`src/rtl/hazard_scoreboard_pkg.sv`:
```
// hazard_scoreboard_pkg: shared pipeline definitions for the hazard scoreboard.
//   REG_ADDR_W / NUM_REGS : register-file addressing constants
//   sb_state_e            : occupancy state encoding (IDLE / BUSY / FULL)
//   reg_addr_t            : register address type
package hazard_scoreboard_pkg;

    localparam int REG_ADDR_W = 5;
    localparam int NUM_REGS   = 32;

    typedef enum logic [1:0] {
        IDLE = 2'd0,
        BUSY = 2'd1,
        FULL = 2'd2
    } sb_state_e;

    typedef logic [REG_ADDR_W-1:0] reg_addr_t;

endpackage

```
`src/rtl/hazard_scoreboard_if.sv`:
```
// hazard_scoreboard_if: decode/writeback handshake bundle for the scoreboard.
//   issue_*  : instruction presented by decode (valid, sources, destination, kind)
//   wb_*     : one retiring instruction from writeback
//   flush    : discard all in-flight instructions
//   stall    : decode must hold the presented instruction
// Modports: master = pipeline side, slave = scoreboard side.
interface hazard_scoreboard_if;
    import hazard_scoreboard_pkg::*;

    logic      issue_valid;
    reg_addr_t issue_rs1;
    reg_addr_t issue_rs2;
    logic      issue_use_rs1;
    logic      issue_use_rs2;
    reg_addr_t issue_rd;
    logic      issue_rd_we;
    logic      issue_is_load;
    logic      wb_valid;
    reg_addr_t wb_rd;
    logic      flush;
    logic      stall;

    modport master (
        output issue_valid, issue_rs1, issue_rs2, issue_use_rs1, issue_use_rs2,
        output issue_rd, issue_rd_we, issue_is_load, wb_valid, wb_rd, flush,
        input  stall
    );

    modport slave (
        input  issue_valid, issue_rs1, issue_rs2, issue_use_rs1, issue_use_rs2,
        input  issue_rd, issue_rd_we, issue_is_load, wb_valid, wb_rd, flush,
        output stall
    );

endinterface

```
`src/rtl/hazard_scoreboard_mask.sv`:
```
// scoreboard_mask: NUM_REGS-bit per-register flag register.
//   clk, rst         : clock, asynchronous active-high reset
//   flush            : clear every bit at the next edge (overrides all)
//   wr_en/idx/val    : write one bit to wr_val; wins over a same-index clear
//   clr_en/clr_idx   : clear one bit
//   mask             : registered flags; bit 0 (x0) is never set
module scoreboard_mask
    import hazard_scoreboard_pkg::*;
(
    input  logic                clk,
    input  logic                rst,
    input  logic                flush,
    input  logic                wr_en,
    input  reg_addr_t           wr_idx,
    input  logic                wr_val,
    input  logic                clr_en,
    input  reg_addr_t           clr_idx,
    output logic [NUM_REGS-1:0] mask
);

    logic [NUM_REGS-1:0] mask_d;

    always_comb begin
        mask_d = mask;
        if (clr_en)
            mask_d[clr_idx] = 1'b0;
        if (wr_en)
            mask_d[wr_idx] = wr_val;
        mask_d[0] = 1'b0;
        if (flush)
            mask_d = '0;
    end

    always_ff @(posedge clk or posedge rst) begin
        if (rst)
            mask <= '0;
        else
            mask <= mask_d;
    end

endmodule

```
`src/rtl/hazard_scoreboard.sv`:
```
// hazard_scoreboard: tracks outstanding register writes and stalls decode on
// load-use hazards or when MAX_INFLIGHT instructions are outstanding.
//   clk, rst     : clock, asynchronous active-high reset
//   bus          : hazard_scoreboard_if.slave (issue / writeback / flush / stall)
//   pending_mask : registers with an outstanding write
//   load_mask    : subset of pending_mask produced by loads
//   inflight     : outstanding-instruction count
//   wb_err       : sticky, set by a retire with nothing in flight
//   stall_cycles : saturating stall-cycle count when HAZARD_SCOREBOARD_STATS_EN
//                  is defined, otherwise constant 0
module hazard_scoreboard
    import hazard_scoreboard_pkg::*;
#(
    parameter int unsigned MAX_INFLIGHT = 3
) (
    input  logic                clk,
    input  logic                rst,
    hazard_scoreboard_if.slave  bus,
    output logic [NUM_REGS-1:0] pending_mask,
    output logic [NUM_REGS-1:0] load_mask,
    output logic [2:0]          inflight,
    output logic                wb_err,
    output logic [31:0]         stall_cycles
);

    localparam logic [2:0] MAX_CNT = 3'(MAX_INFLIGHT);

    sb_state_e  state_q, state_d;
    logic [2:0] inflight_d;
    logic       stall, load_use, at_limit;
    logic       accept, retire, rd_write;

    always_comb begin
        load_use = (bus.issue_use_rs1 && (bus.issue_rs1 != '0) && load_mask[bus.issue_rs1]) ||
                   (bus.issue_use_rs2 && (bus.issue_rs2 != '0) && load_mask[bus.issue_rs2]);
        // A same-cycle retire frees a slot, so a full scoreboard still accepts.
        at_limit = (state_q == FULL) && !bus.wb_valid;
        stall    = bus.issue_valid && !bus.flush && (load_use || at_limit);
        accept   = bus.issue_valid && !stall && !bus.flush;
        retire   = bus.wb_valid && (inflight != '0) && !bus.flush;
        rd_write = accept && bus.issue_rd_we && (bus.issue_rd != '0);
    end

    assign bus.stall = stall;

    always_comb begin
        state_d    = state_q;
        inflight_d = inflight;
        if (bus.flush) begin
            state_d    = IDLE;
            inflight_d = '0;
        end else if (accept && !retire) begin
            inflight_d = inflight + 3'd1;
            unique case (state_q)
                IDLE:    state_d = (MAX_INFLIGHT == 1) ? FULL : BUSY;
                BUSY:    if (inflight == MAX_CNT - 3'd1) state_d = FULL;
                default: state_d = state_q;
            endcase
        end else if (retire && !accept) begin
            inflight_d = inflight - 3'd1;
            unique case (state_q)
                FULL:    state_d = (MAX_INFLIGHT == 1) ? IDLE : BUSY;
                BUSY:    if (inflight == 3'd1) state_d = IDLE;
                default: state_d = state_q;
            endcase
        end
    end

    always_ff @(posedge clk or posedge rst) begin
        if (rst) begin
            state_q  <= IDLE;
            inflight <= '0;
            wb_err   <= 1'b0;
        end else begin
            state_q  <= state_d;
            inflight <= inflight_d;
            if (bus.wb_valid && (inflight == '0) && !accept)
                wb_err <= 1'b1;
        end
    end

    scoreboard_mask u_pending (
        .clk     (clk),
        .rst     (rst),
        .flush   (bus.flush),
        .wr_en   (rd_write),
        .wr_idx  (bus.issue_rd),
        .wr_val  (1'b1),
        .clr_en  (retire),
        .clr_idx (bus.wb_rd),
        .mask    (pending_mask)
    );

    // A non-load producer overwrites the bit with 0, so a newer ALU write to a
    // register hides an older outstanding load to it.
    scoreboard_mask u_load (
        .clk     (clk),
        .rst     (rst),
        .flush   (bus.flush),
        .wr_en   (rd_write),
        .wr_idx  (bus.issue_rd),
        .wr_val  (bus.issue_is_load),
        .clr_en  (retire),
        .clr_idx (bus.wb_rd),
        .mask    (load_mask)
    );

`ifdef HAZARD_SCOREBOARD_STATS_EN
    always_ff @(posedge clk or posedge rst) begin
        if (rst)
            stall_cycles <= '0;
        else if (stall && (stall_cycles != '1))
            stall_cycles <= stall_cycles + 32'd1;
    end
`else
    assign stall_cycles = '0;
`endif

endmodule

```
`src/flat_wrapper.sv`:
```
// flat-port wrapper written by rule: the top's interface ports become plain ports
module hazard_scoreboard_flat import hazard_scoreboard_pkg::*;
#(
    parameter int unsigned MAX_INFLIGHT = 3
)
  (clk, rst, pending_mask, load_mask, inflight, wb_err, stall_cycles, bus_issue_valid, bus_issue_rs1, bus_issue_rs2, bus_issue_use_rs1, bus_issue_use_rs2, bus_issue_rd, bus_issue_rd_we, bus_issue_is_load, bus_wb_valid, bus_wb_rd, bus_flush, bus_stall);
  hazard_scoreboard_if bus_i ();
  input  logic clk;
  input  logic rst;
  output logic [NUM_REGS-1:0] pending_mask;
  output logic [NUM_REGS-1:0] load_mask;
  output logic [2:0] inflight;
  output logic wb_err;
  output logic [31:0] stall_cycles;
  input wire logic [$bits(bus_i.issue_valid)-1:0] bus_issue_valid;
  input wire logic [$bits(bus_i.issue_rs1)-1:0] bus_issue_rs1;
  input wire logic [$bits(bus_i.issue_rs2)-1:0] bus_issue_rs2;
  input wire logic [$bits(bus_i.issue_use_rs1)-1:0] bus_issue_use_rs1;
  input wire logic [$bits(bus_i.issue_use_rs2)-1:0] bus_issue_use_rs2;
  input wire logic [$bits(bus_i.issue_rd)-1:0] bus_issue_rd;
  input wire logic [$bits(bus_i.issue_rd_we)-1:0] bus_issue_rd_we;
  input wire logic [$bits(bus_i.issue_is_load)-1:0] bus_issue_is_load;
  input wire logic [$bits(bus_i.wb_valid)-1:0] bus_wb_valid;
  input wire logic [$bits(bus_i.wb_rd)-1:0] bus_wb_rd;
  input wire logic [$bits(bus_i.flush)-1:0] bus_flush;
  output wire logic [$bits(bus_i.stall)-1:0] bus_stall;
  assign bus_i.issue_valid = bus_issue_valid;
  assign bus_i.issue_rs1 = bus_issue_rs1;
  assign bus_i.issue_rs2 = bus_issue_rs2;
  assign bus_i.issue_use_rs1 = bus_issue_use_rs1;
  assign bus_i.issue_use_rs2 = bus_issue_use_rs2;
  assign bus_i.issue_rd = bus_issue_rd;
  assign bus_i.issue_rd_we = bus_issue_rd_we;
  assign bus_i.issue_is_load = bus_issue_is_load;
  assign bus_i.wb_valid = bus_wb_valid;
  assign bus_i.wb_rd = bus_wb_rd;
  assign bus_i.flush = bus_flush;
  assign bus_stall = bus_i.stall;
  hazard_scoreboard #(.MAX_INFLIGHT(MAX_INFLIGHT)) u_core (.clk(clk), .rst(rst), .bus(bus_i), .pending_mask(pending_mask), .load_mask(load_mask), .inflight(inflight), .wb_err(wb_err), .stall_cycles(stall_cycles));
endmodule
```
`config.mk`:
```
export PLATFORM = sky130hd
export DESIGN_NAME = hazard_scoreboard_flat
export DESIGN_NICKNAME = d
export VERILOG_FILES = /design/src/rtl/hazard_scoreboard_pkg.sv /design/src/rtl/hazard_scoreboard_if.sv /design/src/rtl/hazard_scoreboard_mask.sv /design/src/rtl/hazard_scoreboard.sv /design/src/flat_wrapper.sv
export SDC_FILE = /design/constraint.sdc
export NUM_CORES = 1
export LEC_CHECK = 0
export ABC_AREA = 0
export CORE_ASPECT_RATIO = 1.25
export CORE_MARGIN = 5
export CORE_UTILIZATION = 49
export CTS_CLUSTER_SIZE = 12
export DETAILED_ROUTE_END_ITERATION = 6
export PLACE_DENSITY = 0.82
export SYNTH_ARGS = -nofsm -noshare
export SYNTH_HDL_FRONTEND = slang
export SYNTH_SLANG_ARGS = --single-unit
```
`constraint.sdc`:
```
create_clock -name clk -period 2.95 [get_ports clk]
set_input_delay 0.4425 -clock clk [delete_from_list [all_inputs] [get_ports clk]]
set_output_delay 0.4425 -clock clk [all_outputs]
set_load 0.01 [all_outputs]
```
==> results.md <==
Detailed routing:
- Dividing the detail-routed wire length by the instance count gives ~21 um.
- The remaining routing DRC violations is 0.
- The DRC violation total after the first TritonRoute iteration is slightly below 600.
- The sum of routed wire length over all layers is roughly 16 mm.
- The via-per-instance ratio is roughly 6.2.
- The number of vias in the routed layout is around 4700.
- For this run, the detailed router's first-pass iteration total came to 5.
- The number of nets with antenna violations after detailed routing is 0.

Logic synthesis:
- The flip-flop cell with the highest count after synthesis is sky130_fd_sc_hd__dfrtp_1.
- The synthesized netlist devotes between 1 and 1.5% of its cell area to adder and majority cells.
- The proportion of netlist area held by the largest area contributor is a little under two fifths.
- The largest family of logic cells by synthesized area is compound AO/OA/AOI/OAI gates.
- By instance count, the leading cell after synthesis is sky130_fd_sc_hd__dfrtp_1.
- Counting flops with a built-in enable in the synthesized netlist gives 0.
- The fraction of registers with async set or reset after synthesis is between 90% and 100%.
- The portion of synthesized area spent on multiplexers is 9.735%.
- The leading area contributor after synthesis is sky130_fd_sc_hd__dfrtp_1.
- Synthesis produced a netlist whose cell count is 511.
- Yosys attributes the largest share of cell area to sky130_fd_sc_hd__dfrtp_1 38%, sky130_fd_sc_hd__a21oi_1 6.4%, sky130_fd_sc_hd__buf_4 5.8%.
- The synthesized netlist devotes roughly 22% of its cell area to compound gates.
- The synthesized area is 0.004537 mm2.
- Dividing the synthesized area by the synthesized cell count gives roughly 8.9 um2.
- Ranked by instance count, the synthesized netlist is headed by 68 x sky130_fd_sc_hd__dfrtp_1, 58 x sky130_fd_sc_hd__a21oi_1, 48 x sky130_fd_sc_hd__o21ai_0, 35 x sky130_fd_sc_hd__buf_4.
- Sequential cells were found to cover between 30% and 40% of the synthesized design area.
- Counting flops and latches in the post-synthesis netlist gives a little under 70.
- The synthesis warning total is 0.
- After Yosys synthesis, XOR and XNOR cells account for 0.3861% of the synthesized area.
- Summing the areas of all and, or, nand and nor instances in the mapped netlist gives a little under a fifth of the synthesized area.
- The post-synthesis cell type count is 50.

Power:
- The total design power is 2855 uW.
- In this run the static leakage power is about 0.0025 uW.
- The worst-case IR drop observed on VDD is between 0.3 and 0.4 mV.
- The power density over the cells is roughly 460 mW/mm2.

STA:
- Counting I/O delays and the setup requirement, the final critical path takes ~2900 ps.
- The number of failing hold endpoints at the final stage is 0.
- The slew at the pin with the worst max-slew slack is 627.8 ps.
- The worst pin sits at a relative slew slack of 57.56%.
- The top achievable clock speed is around 0.35 GHz.
- In the finished design, the share of the clock period the worst path needs comes to approximately 97%.
- Clock skew on the completed layout was measured at approximately 6.3 ps.
- The total count of max-transition violations in the final report came to 0.
- Setup violations remaining at the end of the flow were counted as 0.

Global route:
- For this run, the total global-route usage over all layers was measured as around 28%.
- Entering global routing, the biggest net connects a little under 50 pins.
- The first-pass GRT wire length is ~25 mm.
- The highest-utilization routing layer at the global route stage is met2.
- The via count of the first global-routing pass is ~4700.
- The total overflow left after global routing is 0.
- The met3 routing resource usage after global routing is under 10%.
- The initial antenna violation count came to 0.
- Global routing used 45.53% of the available met2 tracks.
- The met1 track demand over resource in global routing is approximately a third.

Floorplanning:
- The width of the chip is 96.07 um.
- The total I/O pin count is 130.
- The effective utilization at floorplan is around 50%.
- The vertical die dimension is around 120 um.
- The number of core rows is 39.
- The die area is between 0.01 and 0.015 mm2.
- The area of the core is approximately 0.0091 mm2.

Setup path:
- At the worst endpoint, the arrival time is between 2000 and 2500 ps.
- The master of the slowest instance on the critical path is sky130_fd_sc_hd__mux4_2.
- The largest fanout on the critical path is 6.
- The data required time of the worst path is about 2500 ps.
- The source of the worst register-to-register timing path is u_core.inflight[1].
- The number of buffers and inverters on the critical path is 3.
- The signal on the critical path passes through clkdlybuf4s50_1 > buf_4 > mux4_2 > a31oi_1 > and3b_2 > nor3b_2 > nor2_1 > clkbuf_2.
- STA classifies the critical path endpoint as an output pin.
- The nature of the critical path startpoint is a primary input.
- The kind of critical path is primary input to output pin.
- The maximum cell stage delay along the critical path is ~530 ps.
- In this design, the largest share of critical-path delay is due to buffers and inverters.
- The startpoint of the most critical setup path is bus_issue_rs1[2].

Layout:
- The area added between synthesis and finish is 35.96%.
- The final instance count without filler cells is between 700 and 800.
- In the final design database the tool counted roughly 660 nets.
- Of the cells placed in the final design, the portion with a size suffix greater than 1 is 18.96%.
- The count of antenna diodes in the layout is 0.

CTS:
- The clock input transition at the sequential cells of the worst setup and hold paths is 60 ps.
- The clock buffer count from CTS is 9.
- The number of sinks driven by the clock tree is roughly 70.
- The number of hold buffers added after CTS was 0.
- CTS built an H-tree with a depth of 3.
- The clock latency on the worst-skew pair is between 300 and 400 ps.
- TritonCTS built the clock tree.
- The cell sitting at the root of the clock tree is a sky130_fd_sc_hd__clkbuf_16.
- The clock passes through at most 2 buffers.

Placement:
- After legalization and detailed placement, the total HPWL measured around 11 mm.
- The congestion estimate from routability-driven global placement came to 0.8943.
- After detailed placement, the design holds a cell count of around 740.
- The count of buffers from port buffering is 95.

Run:
- The max-capacitance violation count is 0.

Worst hold path:
- The type of the tightest min-delay check is primary input to async pin.

Outcome:
- The flow ran to the end, and the final reports show no timing, DRC or antenna violations.
final timing paths:
path | to | slack (ps) | cells after the start
setup / recovery | bus_stall | 90 | 8
hold / removal | u_core.u_pending.mask[17] | 430 | 2
setup reg to reg | u_core.u_load.mask[26] | 200 | 10
hold reg to reg | u_core.wb_err | 480 | 1
max in group asynchronous | u_core.u_load.mask[1] | 1820 | 3
min in group clk | u_core.wb_err | 480 | 1
metal layers:
metal | part of all wire (%) | routed length [um]
met1 | 37 | 5689
met2 | 50 | 7764
met3 | 9.2 | 1431
met4 | 4.3 | 675
met5 | 0 | 0
layout make-up:
cell class	count	area, um2
tap	123	153.9
fill	727	2908
clock inverter	5	107.6
sequential	68	1702
clock buffer	11	242.7
multi-input combinational	390	2521
timing repair buffer	151	1411
inverter	8	30.03
placed cells by master (no fill, tap or decap), types with 3 or more instances in the layout:
cell / Yosys / layout
sky130_fd_sc_hd__mux4_2: 7 / 7
sky130_fd_sc_hd__mux2i_1: 25 / 24
sky130_fd_sc_hd__nand4_1: 34 / 34
sky130_fd_sc_hd__o21ai_0: 48 / 48
sky130_fd_sc_hd__buf_4: 35 / 51
sky130_fd_sc_hd__a21oi_1: 58 / 58
sky130_fd_sc_hd__conb_1: 1 / 34
sky130_fd_sc_hd__buf_12: 0 / 4
sky130_fd_sc_hd__clkbuf_16: 0 / 9
sky130_fd_sc_hd__nand2_1: 25 / 25
sky130_fd_sc_hd__a31oi_1: 4 / 4
sky130_fd_sc_hd__o211ai_1: 4 / 4
sky130_fd_sc_hd__nand3_1: 34 / 33
sky130_fd_sc_hd__bufinv_16: 0 / 3
sky130_fd_sc_hd__dfrtp_1: 68 / 68
sky130_fd_sc_hd__inv_1: 8 / 7
sky130_fd_sc_hd__nor3_1: 6 / 6
sky130_fd_sc_hd__nand3b_1: 8 / 8
sky130_fd_sc_hd__ha_1: 5 / 5
sky130_fd_sc_hd__o41ai_1: 5 / 5
sky130_fd_sc_hd__a31o_2: 24 / 24
sky130_fd_sc_hd__nor2b_1: 8 / 8
sky130_fd_sc_hd__clkdlybuf4s50_1: 0 / 90
sky130_fd_sc_hd__nand2b_1: 8 / 8
sky130_fd_sc_hd__nor2_1: 16 / 16
flip-flops by register name, indices dropped and copies added, names as in the netlist:
| name | count |
|---|---|
| u_core.u_pending.mask | 31 |
| u_core.u_load.mask | 31 |
| u_core.wb_err | 1 |
| u_core.inflight | 3 |
| u_core.state_q | 2 |
where the power goes:
part	switching [uW]	internal [uW]
sequential	35.6	956
combinational	367	236
clock	408	853
total	810	2050
metrics by stage:
step | hold slack (ps) | util, % | TNS [ps] | setup slack (ps) | instance area, um2
after floorplan | 511.7 | - | 0 | 201.6 | 4661
after global placement | 452.1 | 63.47 | -21940 | -681.0 | 5761
after detailed placement | 487.4 | 63.47 | -26420 | -727.2 | 5761
after CTS | 443.0 | 67.95 | 0 | 20.53 | 6167
after global routing | 496.8 | 67.96 | -1.726 | -1.726 | 6168
final | 431.4 | 67.96 | 0 | 90.24 | 6168
what timing repair did:
| item | in CTS | in global routing |
|---|---|---|
| endpoints found under the setup margin | 62 | 1 |
| pin swaps | 4 | 2 |
| setup buffers | 3 | 1 |
| resized for setup | 14 | 4 |
logic make-up after synthesis:
kind of cell	Yosys count
compound gates	162
xor+xnor	2
fa+ha+maj	5
buf+inv	86
flops	68
mux	35
other cells	1
simple gates	152
No activity file was read; power rests on OpenSTA's default activity.
